### config.mk
export PLATFORM = sky130hd
export DESIGN_NAME = mux_8ch_arbiter
export DESIGN_NICKNAME = d
export VERILOG_FILES = /design/src/rtl/mux_8ch_arbiter.sv
export SDC_FILE = /design/constraint.sdc
export NUM_CORES = 1
export LEC_CHECK = 0
export BUFFER_PORTS_ARGS = -buffer_cell sky130_fd_sc_hd__buf_2
export CAP_MARGIN = 20
export CORE_UTILIZATION = 35
export CTS_BUF_LIST = sky130_fd_sc_hd__clkbuf_2 sky130_fd_sc_hd__clkbuf_4 sky130_fd_sc_hd__clkbuf_8
export DETAILED_ROUTE_END_ITERATION = 16
export SETUP_SLACK_MARGIN = 0.3
export SYNTH_ARGS = -nofsm -noshare
export SYNTH_HDL_FRONTEND = slang
export SYNTH_SLANG_ARGS = --single-unit
### constraint.sdc
create_clock -name clk -period 3 [get_ports clk]
set_input_delay 0.3 -clock clk [delete_from_list [all_inputs] [get_ports clk]]
set_output_delay 0.3 -clock clk [all_outputs]
set_load 0.05 [all_outputs]
### src/rtl/mux_8ch_arbiter.sv
// Round-robin arbiter that drives an 8:1 mux: select, settle, then grant one channel.
// Optional feature: define MUX_ARB_TIMEOUT_EN to force release after HOLD_MAX grant cycles.
module mux_8ch_arbiter #(
  parameter int unsigned SETTLE_CYCLES = 2,
  parameter int unsigned HOLD_MAX      = 255
) (
  input  logic       clk,
  input  logic       rst_n,
  input  logic [7:0] req,
  input  logic       done,
  output logic       s_n,
  output logic       a2,
  output logic       a1,
  output logic       a0,
  output logic [7:0] grant,
  output logic       busy
);

  if (SETTLE_CYCLES < 1 || SETTLE_CYCLES > 15) begin : g_bad_settle
    $error("SETTLE_CYCLES must be in 1..15");
  end
  if (HOLD_MAX < 1 || HOLD_MAX > 255) begin : g_bad_hold
    $error("HOLD_MAX must be in 1..255");
  end

  typedef enum logic [1:0] {IDLE, SETTLE, GRANT} state_t;

  localparam logic [3:0] SETTLE_LOAD = 4'(SETTLE_CYCLES - 1);

  state_t     state;
  logic [2:0] sel;
  logic [2:0] ptr;
  logic [3:0] settle_cnt;
  logic       release_now;

  // First set request bit at or above p, wrapping 7->0. Scanning from the
  // farthest offset down lets the nearest hit overwrite the result last.
  function automatic logic [2:0] pick(input logic [7:0] r, input logic [2:0] p);
    logic [2:0] idx;
    pick = p;
    for (int i = 7; i >= 0; i--) begin
      idx = p + 3'(i);
      if (r[idx]) pick = idx;
    end
  endfunction

  assign {a2, a1, a0} = sel;

`ifdef MUX_ARB_TIMEOUT_EN
  localparam logic [7:0] HOLD_LAST = 8'(HOLD_MAX - 1);
  logic [7:0] hold_cnt;
  assign release_now = done || !req[sel] || (hold_cnt == HOLD_LAST);
`else
  assign release_now = done || !req[sel];
`endif

  // NOTE: all state is updated with non-blocking assignments so every register
  // samples the pre-edge values; blocking here would create order-dependent races.
  always_ff @(posedge clk or negedge rst_n) begin
    if (!rst_n) begin
      state      <= IDLE;
      sel        <= 3'd0;
      ptr        <= 3'd0;
      settle_cnt <= 4'd0;
      s_n        <= 1'b1;
      grant      <= 8'd0;
      busy       <= 1'b0;
`ifdef MUX_ARB_TIMEOUT_EN
      hold_cnt   <= 8'd0;
`endif
    end else begin
      case (state)
        IDLE: begin
          if (req != 8'd0) begin
            sel        <= pick(req, ptr);
            settle_cnt <= SETTLE_LOAD;
            s_n        <= 1'b0;
            busy       <= 1'b1;
            state      <= SETTLE;
          end
        end
        SETTLE: begin
          if (!req[sel]) begin
            // Abandoned before grant: the pointer stays put so this slot is retried fairly.
            settle_cnt <= 4'd0;
            s_n        <= 1'b1;
            busy       <= 1'b0;
            state      <= IDLE;
          end else if (settle_cnt == 4'd0) begin
            grant      <= 8'd1 << sel;
            state      <= GRANT;
`ifdef MUX_ARB_TIMEOUT_EN
            hold_cnt   <= 8'd0;
`endif
          end else begin
            settle_cnt <= settle_cnt - 4'd1;
          end
        end
        GRANT: begin
          if (release_now) begin
            ptr   <= sel + 3'd1;
            s_n   <= 1'b1;
            grant <= 8'd0;
            busy  <= 1'b0;
            state <= IDLE;
`ifdef MUX_ARB_TIMEOUT_EN
            hold_cnt <= 8'd0;
          end else begin
            hold_cnt <= hold_cnt + 8'd1;
`endif
          end
        end
        default: begin
          s_n   <= 1'b1;
          grant <= 8'd0;
          busy  <= 1'b0;
          state <= IDLE;
        end
      endcase
    end
  end

endmodule

# Word level (Yosys, flattened, before mapping)
# Index checks and enable logic that the tools add are counted.
# op_classes
muxes	47
shifts	1
reduce_logical	12
bitwise	1
order_cmp	9
n_eq_ne	9
n_addsub	9
# ops
op	n
$lt 3x4->1 const B	9
$bmux 1 s3	9
$mux 3	8
$mux 8	3
$pmux 8 s3	1
$mux 1	15
$add 3x3->3 const B	4
$mux 4	3
$ne 2x2->1 const B	5
$reduce_and 3->1	3
$mux 2	4
$pmux 4 s2	1
$reduce_bool 8->1	1
$shl 1x3->8 const A	1
$add 3x1->3 const B	2
$add 3x2->3 const B	2
$ne 3x3->1 const B	2
$pmux 1 s3	2
$pmux 2 s3	1
$logic_not 4->1	1
$reduce_and 2->1	2
$reduce_and 4->1	1
$sub 4x1->4 const B	1
$eq 2x1->1 const B	1
6 further kinds	6
# totals
input_bits	11
reg_bits	22
elab_cells	95
out_inout_bits	13

# Logic depth before layout (Yosys ltp)
# Gate-level depths: netlist of the first run.
# logic_depth
ltp_word	11
mapped_depth	11

# Worst setup path after synthesis of the first run
# Ideal clock, no wire load.
# synth_timing
kind	reg2reg
start	register ptr[0]
end	register sel[0]
setup_slack_ns	0.142
synth_period_minus_slack_ns	2.858
setup_ns	0.082
stages_incl_launch_ff	11
arrival_ns	2.776
n_path_buf	2
required_time_ns	2.918
cell_sequence	dfrtp_1 > buf_6 > buf_2 > inv_1 > ha_1 > xor2_1 > mux4_2 > o311ai_1 > a31oi_1 > or3_1 > a31oi_1
# synth_via
elab_chain_cells	11
word_cells_on_any_way	31
cone_classes	add/sub: 7; mux: 24
# synth_rtl
item	line_no	source
start, declared	32	logic [2:0] ptr;
start signal, assigned	101	ptr <= sel + 3'd1;
$add 3x3->3	42	idx = p + 3'(i);
$bmux 1 s3	43	if (r[idx]) pick = idx;
$mux 1 (implied by the code)	43	
$mux 3 (7 in series)	43	
$mux 3 (*)	43	
end signal, assigned	75	sel <= pick(req, ptr);
end, declared	31	logic [2:0] sel;
# Every way passes the cells marked *; elsewhere a longest branch is shown, timed or not. The select of a mux whose other input is x is not followed.
# A chain may end at the register's enable or synchronous reset.

# Final worst setup path of the first run
# layout_timing
start	register ptr[1]
end	register sel[0]
# Same word-level chain as after synthesis.

==> results of run 1 <==
==> through the flow <==
step                      hold WS (ps)  setup slack [ps]  std cells  util, %  area (sq um)
after floorplan                   4.41               317        208        -          1960
after global placement             291               405        297     41.0          2150
final                            -9.40               487        301     42.8          2240
after detailed placement           303               380        297     41.0          2150
after global routing              20.9               320        301     42.8          2240
after CTS                        0.190               354        301     42.4          2220
==> worst max path at each step <==
stage | start | to | slack (ps) | cells past startpoint
after detailed placement | ptr[1] | sel[0] | 380 | 8
after global placement | ptr[1] | sel[0] | 410 | 8
after CTS | ptr[1] | sel[0] | 350 | 8
after global routing | sel[0] | settle_cnt[2] | 320 | 6
after floorplan | ptr[0] | sel[0] | 320 | 10
final | ptr[1] | sel[0] | 490 | 8
==> registers in the layout (all words and copies together) (netlist names) <==
| name | cells |
|---|---|
| settle_cnt | 4 |
| s_n | 1 |
| sel | 3 |
| grant | 8 |
| ptr | 3 |
| state | 2 |
| busy | 1 |
==> final cells by class <==
| cell class | instances | area [sq um] |
|---|---|---|
| clock buffer | 3 | 41.3 |
| clock inverter | 1 | 30.0 |
| fill | 517 | 3000 |
| inverter | 17 | 63.8 |
| multi-input combinational | 161 | 1320 |
| sequential | 22 | 552 |
| tap | 70 | 87.6 |
| timing repair buffer | 27 | 145 |
==> cells by family (layout without fill, tap and decap cells) <==
group	after synthesis	in the layout	share of synthesized area, %
XOR/XNOR	2	2	0.901
buffers and inverters	25	48	5.40
flip-flops	22	22	28.4
AO/OA/AOI/OAI	45	45	14.3
AND/OR/NAND/NOR	67	67	16.6
multiplexers	38	38	28.6
adder cells (fa/ha/maj)	9	9	5.79
==> routing by layer <==
metal | share of wire, % | vias to the layer above | wire length, um
li1 | - | 811 | -
met1 | 51 | 806 | 2250
met2 | 44 | 41 | 1970
met3 | 3.8 | 4 | 169
met4 | 1.1 | 0 | 51
met5 | 0 | - | 0
==> worst register-to-register path, cell delays in order, from the launching register on <==
cell      delay, ps
dfrtp_1         400
inv_2           180
ha_4            220
xor2_4          240
mux4_2          520
o311ai_1        270
a31oi_1         140
or3_1           320
a31oi_1         160
==> cell usage in the layout, fill, tap and decap left out, types with 2 or more instances in the layout <==
master	synthesis	layout
a211oi_1	2	2
a21oi_1	7	7
a22oi_1	2	2
a31oi_1	4	4
and2_1	3	3
and3_1	6	6
buf_2	3	23
buf_4	0	4
clkbuf_8	0	3
dfrtp_1	21	21
ha_1	9	8
inv_1	16	16
mux2_2	9	9
mux2i_1	17	16
mux4_1	4	4
mux4_2	7	7
nand2_1	21	21
nand2b_1	4	4
nand3_1	5	5
nor2_1	14	14
nor2b_1	3	3
nor3_1	3	3
nor4_1	3	3
o21ai_0	19	19
o221ai_1	2	2
or3_1	2	2
==> timing repair <==
action / in CTS / in global routing
endpoints found under the setup margin: 0 / 1
resized for setup: 0 / 3
hold endpoints to repair: 0 / 0
==> reports/metrics.csv, run 1 <==
stage,metric,value,unit
route,vias per cell,5.52,
setup_path,Buffers & Inverters on Critical Path,1,
clock_tree,H-tree depth,1,
synthesis,biggest area consumer among synthesized cells,dfrtp_1,
placed_design,I/O Buffers,23,
route,via count,1662,
synthesis,Yosys top cell area share,27.0,%
clock_tree,Root Driver,clkbuf_8,
synthesis,cell count after synthesis,208,
placed_design,DP Wirelength,3.30,mm
setup_path,crit-path max FO,9,
clock_tree,Clock Latency Late Sink,260,ps
setup_path,CP Data Required Time,3190,ps
synthesis,syn nets,228,
clock_tree,Post-CTS Hold Fix Bufs,0,
clock_tree,Clock Sinks,22,
job,maxcap violations,0,
cells_and_area,"Area growth, synth to finish",15.3,%
setup_path,Setup Crit Path Kind,reg -> reg,
timing,clock skew,8.01,ps
setup_path,Reg2Reg Capture Point,sel[0],
global_routing,largest net degree at the start of global routing,23,
placed_design,gpl congestion,0.923,
global_routing,M2 GR Usage,23.6,%
setup_path,Worst Path Arrival,2710,ps
clock_tree,TritonCTS buffer count,3,
floorplan,Cell Rows,26,
setup_path,Worst path top cell family by delay,compound AO/OA/AOI/OAI gates,
setup_path,CP endpoint kind,flip-flop,
synthesis,Syn Std Cell Area,1940,sq um
synthesis,Yosys warnings,0,
timing,Tightest Pin Transition,567,ps
synthesis,distinct cell type count after synthesis,43,
timing,f_max,398,MHz
global_routing,most crowded layer after global routing,met2,
synthesis,sequential share of the synthesized area,28.4,%
route,wire per inst,14.7,um
clock_tree,clock-pin slew of the registers on the worst-case setup and hold paths,90,ps
cells_and_area,share of post-route cells with drive strength above 1,22.9,%
global_routing,first-pass GRT wire length,7.45,mm
route,1st-pass router iterations,4,
timing,Fin. Hold Viols,17,
timing,WHS,-9.40,ps
synthesis,Main synth FF type,dfrtp_1,
setup_path,worst-path cell chain,inv_2 -> ha_4 -> xor2_4 -> mux4_2 -> o311ai_1 -> a31oi_1 -> or3_1 -> a31oi_1,
floorplan,Initial Util,37.1,%
global_routing,met1 GRT Util,23.4,%
timing,minimum clock period,2510,ps
synthesis,asr flop ratio synth,100,%
timing,Final Max Slew Viols,0,
cells_and_area,Inserted Diodes,0,
setup_path,Worst path slowest cell,mux4_2,
setup_path,R2R depth,8,
clock_tree,Post-CTS Setup Repair Bufs,0,
global_routing,antenna violations before repair,0,
floorplan,I/O pins,24,
synthesis,"top cells by area, synth","dfrtp_1, mux2i_1, mux4_2, ha_1, mux4_1",
synthesis,number of synthesized flops with an enable pin,0,
synthesis,synthesis-stage register bit count,22,
setup_path,critical path startpoint category,flip-flop,
route,"antenna viol nets, final",0,
cells_and_area,# nets final,252,
timing,Rel. slew slack,62.0,%
route,Post-Route WL,4.44,mm
synthesis,Commonest cells post-synth,"dfrtp_1, nand2_1, o21ai_0, mux2i_1, inv_1",
floorplan,die width,76.5,um
clock_tree,Clock Path Buffers,2,
timing,RSZ-0062 raised after global routing,no,
run_status,failing checks,negative hold slack,
run_status,status,"finished, violations left",
global_routing,Tot GR Track Use,15.8,%
floorplan,Core Region,5240,sq um
floorplan,Die Height,76.5,um
timing,Final Cycle Share,83.8,%
setup_path,cell mode on critical path,a31oi_1,
setup_path,Reg2Reg Setup Slack,490,ps
synthesis,syn avg cell area,9.35,sq um
route,DRC errors left,0,
timing,final setup violating endpoints,0,
setup_path,"slowest stage delay, CP",520,ps
clock_tree,CTS tree,yes,
global_routing,GRT Residual Overflow,0,
min_path,class of the worst hold path,in -> async,
global_routing,vias in the first global route,1538,
setup_path,worst r2r src,ptr[1],
floorplan,Die Area,5860,sq um
global_routing,met3 GRT Util,2.63,%
route,DRT iter0 DRCs,92,
timing,setup_tns,0,ps
Power of run 1 is not shown: default switching activity piles up to over one toggle a cycle in this logic, so the estimate is an artifact.
==> inputs of run 2 (changes only) <==
--- a/config.mk
+++ b/config.mk
@@ -5,6 +5,7 @@
 export SDC_FILE = /design/constraint.sdc
 export NUM_CORES = 1
 export LEC_CHECK = 0
+export ABC_AREA = 1
 export BUFFER_PORTS_ARGS = -buffer_cell sky130_fd_sc_hd__buf_2
 export CAP_MARGIN = 20
 export CORE_UTILIZATION = 35
==> constraint.sdc (replaced) <==
create_clock -name clk -period 2.4 [get_ports clk]
set_input_delay 0.24 -clock clk [delete_from_list [all_inputs] [get_ports clk]]
set_output_delay 0.24 -clock clk [all_outputs]
set_load 0.05 [all_outputs]
==> reports/metrics.csv, run 2 <==
stage,metric,value,unit,change
run_status,status,"finished, final reports clean",,
synthesis,number of synthesized flops with an enable pin,0,,unchanged
route,via count,1784,,+7.3%
cells_and_area,# nets final,309,,+23%
route,wire per inst,12.1,um,-18%
timing,minimum clock period,1890,ps,-621 ps
synthesis,Main synth FF type,dfrtp_1,,
route,DRC errors left,0,,unchanged
setup_path,CP endpoint kind,flip-flop,,
cells_and_area,max reg flops,8,,unchanged
clock_tree,H-tree depth,1,,unchanged
timing,clock skew,6.87,ps,-1.14 ps
route,DRT iter0 DRCs,212,,+130%
clock_tree,Clock Latency Late Sink,260,ps,about the same
setup_path,crit-path max FO,7,,-2
synthesis,sequential share of the synthesized area,31.0,%,+2.6 points
synthesis,biggest area consumer among synthesized cells,dfrtp_1,,
cells_and_area,"commonest non-fill, non-tap cells in the layout","nand2_1, nand3_1, inv_1, buf_2, dfrtp_1",,
floorplan,Core Region,4820,sq um,-8.0%
clock_tree,Clock Path Buffers,2,,unchanged
min_path,class of the worst hold path,in -> reg,,
synthesis,leading cell type by number of instances after synthesis,nand2_1,,
cells_and_area,share of post-route cells with drive strength above 1,22.6,%,-0.37 points
placed_design,placed cell count,346,,+16%
timing,Fin. Hold Viols,0,,-17
synthesis,"top cells by area, synth","dfrtp_1, nand2_1, nand3_1, ha_1, inv_1",,
cells_and_area,Inserted Diodes,0,,unchanged
cells_and_area,Largest regs,"grant: 8 flops, settle_cnt: 4 flops",,
cells_and_area,Fillers,533,,+3.1%
clock_tree,clock-pin slew of the registers on the worst-case setup and hold paths,80,ps,about the same
synthesis,Syn Std Cell Area,1780,sq um,-8.4%
placed_design,DP Wirelength,3.26,mm,-1.1%
synthesis,cell count after synthesis,258,,+24%
clock_tree,Root Driver,clkbuf_8,,
floorplan,I/O pins,24,,unchanged
placed_design,gpl congestion,0.917,,-0.61%
global_routing,largest net degree at the start of global routing,23,,unchanged
synthesis,Yosys warnings,0,,unchanged
route,Post-Route WL,4.31,mm,-2.8%
cells_and_area,"commonest non-fill, non-tap cell in the layout",nand2_1,,
timing,RSZ-0062 raised after global routing,no,,
cells_and_area,Post-Layout Cell Count,355,,+18%
setup_path,Setup Crit Path Kind,reg -> reg,,
cells_and_area,"Most flops, register",grant,,
timing,WHS,406,ps,+415 ps
synthesis,syn avg cell area,6.90,sq um,-26%
timing,Final Cycle Share,78.8,%,-4.9 points
clock_tree,CTS tree,yes,,
timing,final setup violating endpoints,0,,unchanged
global_routing,vias in the first global route,1632,,+6.1%
placed_design,DP Worst Slack,389,ps,+8.72 ps
setup_path,critical path startpoint category,flip-flop,,
floorplan,Die Area,5380,sq um,-8.2%
route,"antenna viol nets, final",0,,unchanged
synthesis,Yosys top cell area share,29.5,%,+2.5 points
route,1st-pass router iterations,4,,unchanged
placed_design,I/O Buffers,23,,unchanged
floorplan,Cell Rows,25,,-3.8%
timing,Final Max Slew Viols,0,,unchanged
clock_tree,TritonCTS buffer count,3,,unchanged
synthesis,distinct cell type count after synthesis,31,,-28%
route,vias per cell,5.03,,-9.0%
floorplan,Initial Util,37.0,%,-0.16 points
cells_and_area,"Area growth, synth to finish",17.1,%,
timing,setup ws final,508,ps,+21.2 ps
synthesis,syn nets,278,,+22%
floorplan,die width,73.3,um,-4.2%
timing,Tightest Pin Transition,538,ps,-29.8 ps
global_routing,first-pass GRT wire length,7.47,mm,+0.36%
floorplan,Die Height,73.3,um,-4.2%
global_routing,antenna violations before repair,0,,unchanged
setup_path,Reg2Reg Setup Slack,510,ps,+20 ps
setup_path,CP Data Required Time,2560,ps,-630 ps
timing,Rel. slew slack,63.9,%,+1.9 points
timing,setup_tns,0,ps,unchanged
job,maxcap violations,0,,unchanged
global_routing,GRT Residual Overflow,0,,unchanged
synthesis,asr flop ratio synth,100,%,unchanged
synthesis,synthesis-stage register bit count,22,,unchanged
synthesis,Commonest cells post-synth,"nand2_1, nand3_1, inv_1, dfrtp_1",,
setup_path,Worst Path Arrival,2050,ps,-660 ps
clock_tree,Clock Sinks,22,,unchanged
global_routing,Tot GR Track Use,17.8,%,+2.0 points
timing,f_max,529,MHz,+33%
## run 2: cell count changes in the layout (fill, tap and decap cells not counted), moves of 6 or more
cell / before / now
and3_1: 6 / 0
inv_1: 16 / 23
mux2_2: 9 / 0
mux2i_1: 16 / 0
mux4_2: 7 / 0
nand2_1: 21 / 82
nand3_1: 5 / 44
o21ai_0: 19 / 5
o21ai_2: 0 / 8
## run 2: metrics by stage
stage / cell area, sq um / utilization, %
detailed placement: 1970 / 40.8
global placement: 1970 / 40.8
CTS: 2020 / 42.0
global route: 2090 / 43.3
floorplan: 1780 / -
finish: 2090 / 43.3
## run 2: layer usage
layer  global-route usage [%]  up-vias  routed length [um]
met1                     24.1      827                2070
met2                     28.2       46                1960
met4                     5.77        0                  61
met5                        0        -                   0
li1                         -      905                   -
met3                     3.84        6                 226
## run 2: kinds of logic after synthesis
logic type               count (synthesis)  synth area share, %
buffers and inverters                   35                 8.15
XOR/XNOR                                 3                 1.90
AND/OR/NAND/NOR                        153                 39.4
adder cells (fa/ha/maj)                  9                 6.32
AO/OA/AOI/OAI                           36                 13.3
flip-flops                              22                 31.0
## run 2: final cells by class
type / count / area [sq um] / share of cell area [%]
repair buffers: 30 / 174 / 8.34
clock buffers: 4 / 48.8 / 2.34
well taps: 67 / 83.8 / 4.02
multi-input cells: 201 / 1110 / 53.0
flip-flops and latches: 22 / 552 / 26.5
inverters: 31 / 121 / 5.82
## run 2: path summary, 6_finish.rpt
kind	endpoint	from	cells past startpoint
worst max-delay path	sel[0]	ptr[0]	16
worst min-delay path	state[1]	done	4
worst max register to register	sel[0]	ptr[0]	16
worst min register to register	busy	busy	2
max in group asynchronous	s_n	rst_n	2
min in group asynchronous	settle_cnt[0]	rst_n	2
## run 2: critical path, stage by stage, from the launching register on
cell and delay (ps):
dfrtp_1 420, inv_4 70, ha_4 270, inv_2 100, nand3_1 120, nand3_1 140
nand2_1 90, nand2_1 80, nand2_1 50, nand2_1 60, nand2_1 40, nand2_1 50
nand2_1 60, nand2_1 60, nand2_1 40, nand3_1 60, nand2_1 50
## run 2: what timing repair did
action / in CTS / in global routing
endpoints found under the hold margin: 21 / 0
hold buffers: 1 / 0
setup endpoints to repair: 0 / 3
resized for setup: 0 / 7
setup buffers: 0 / 4
Power of run 2 is left out for the same reason.
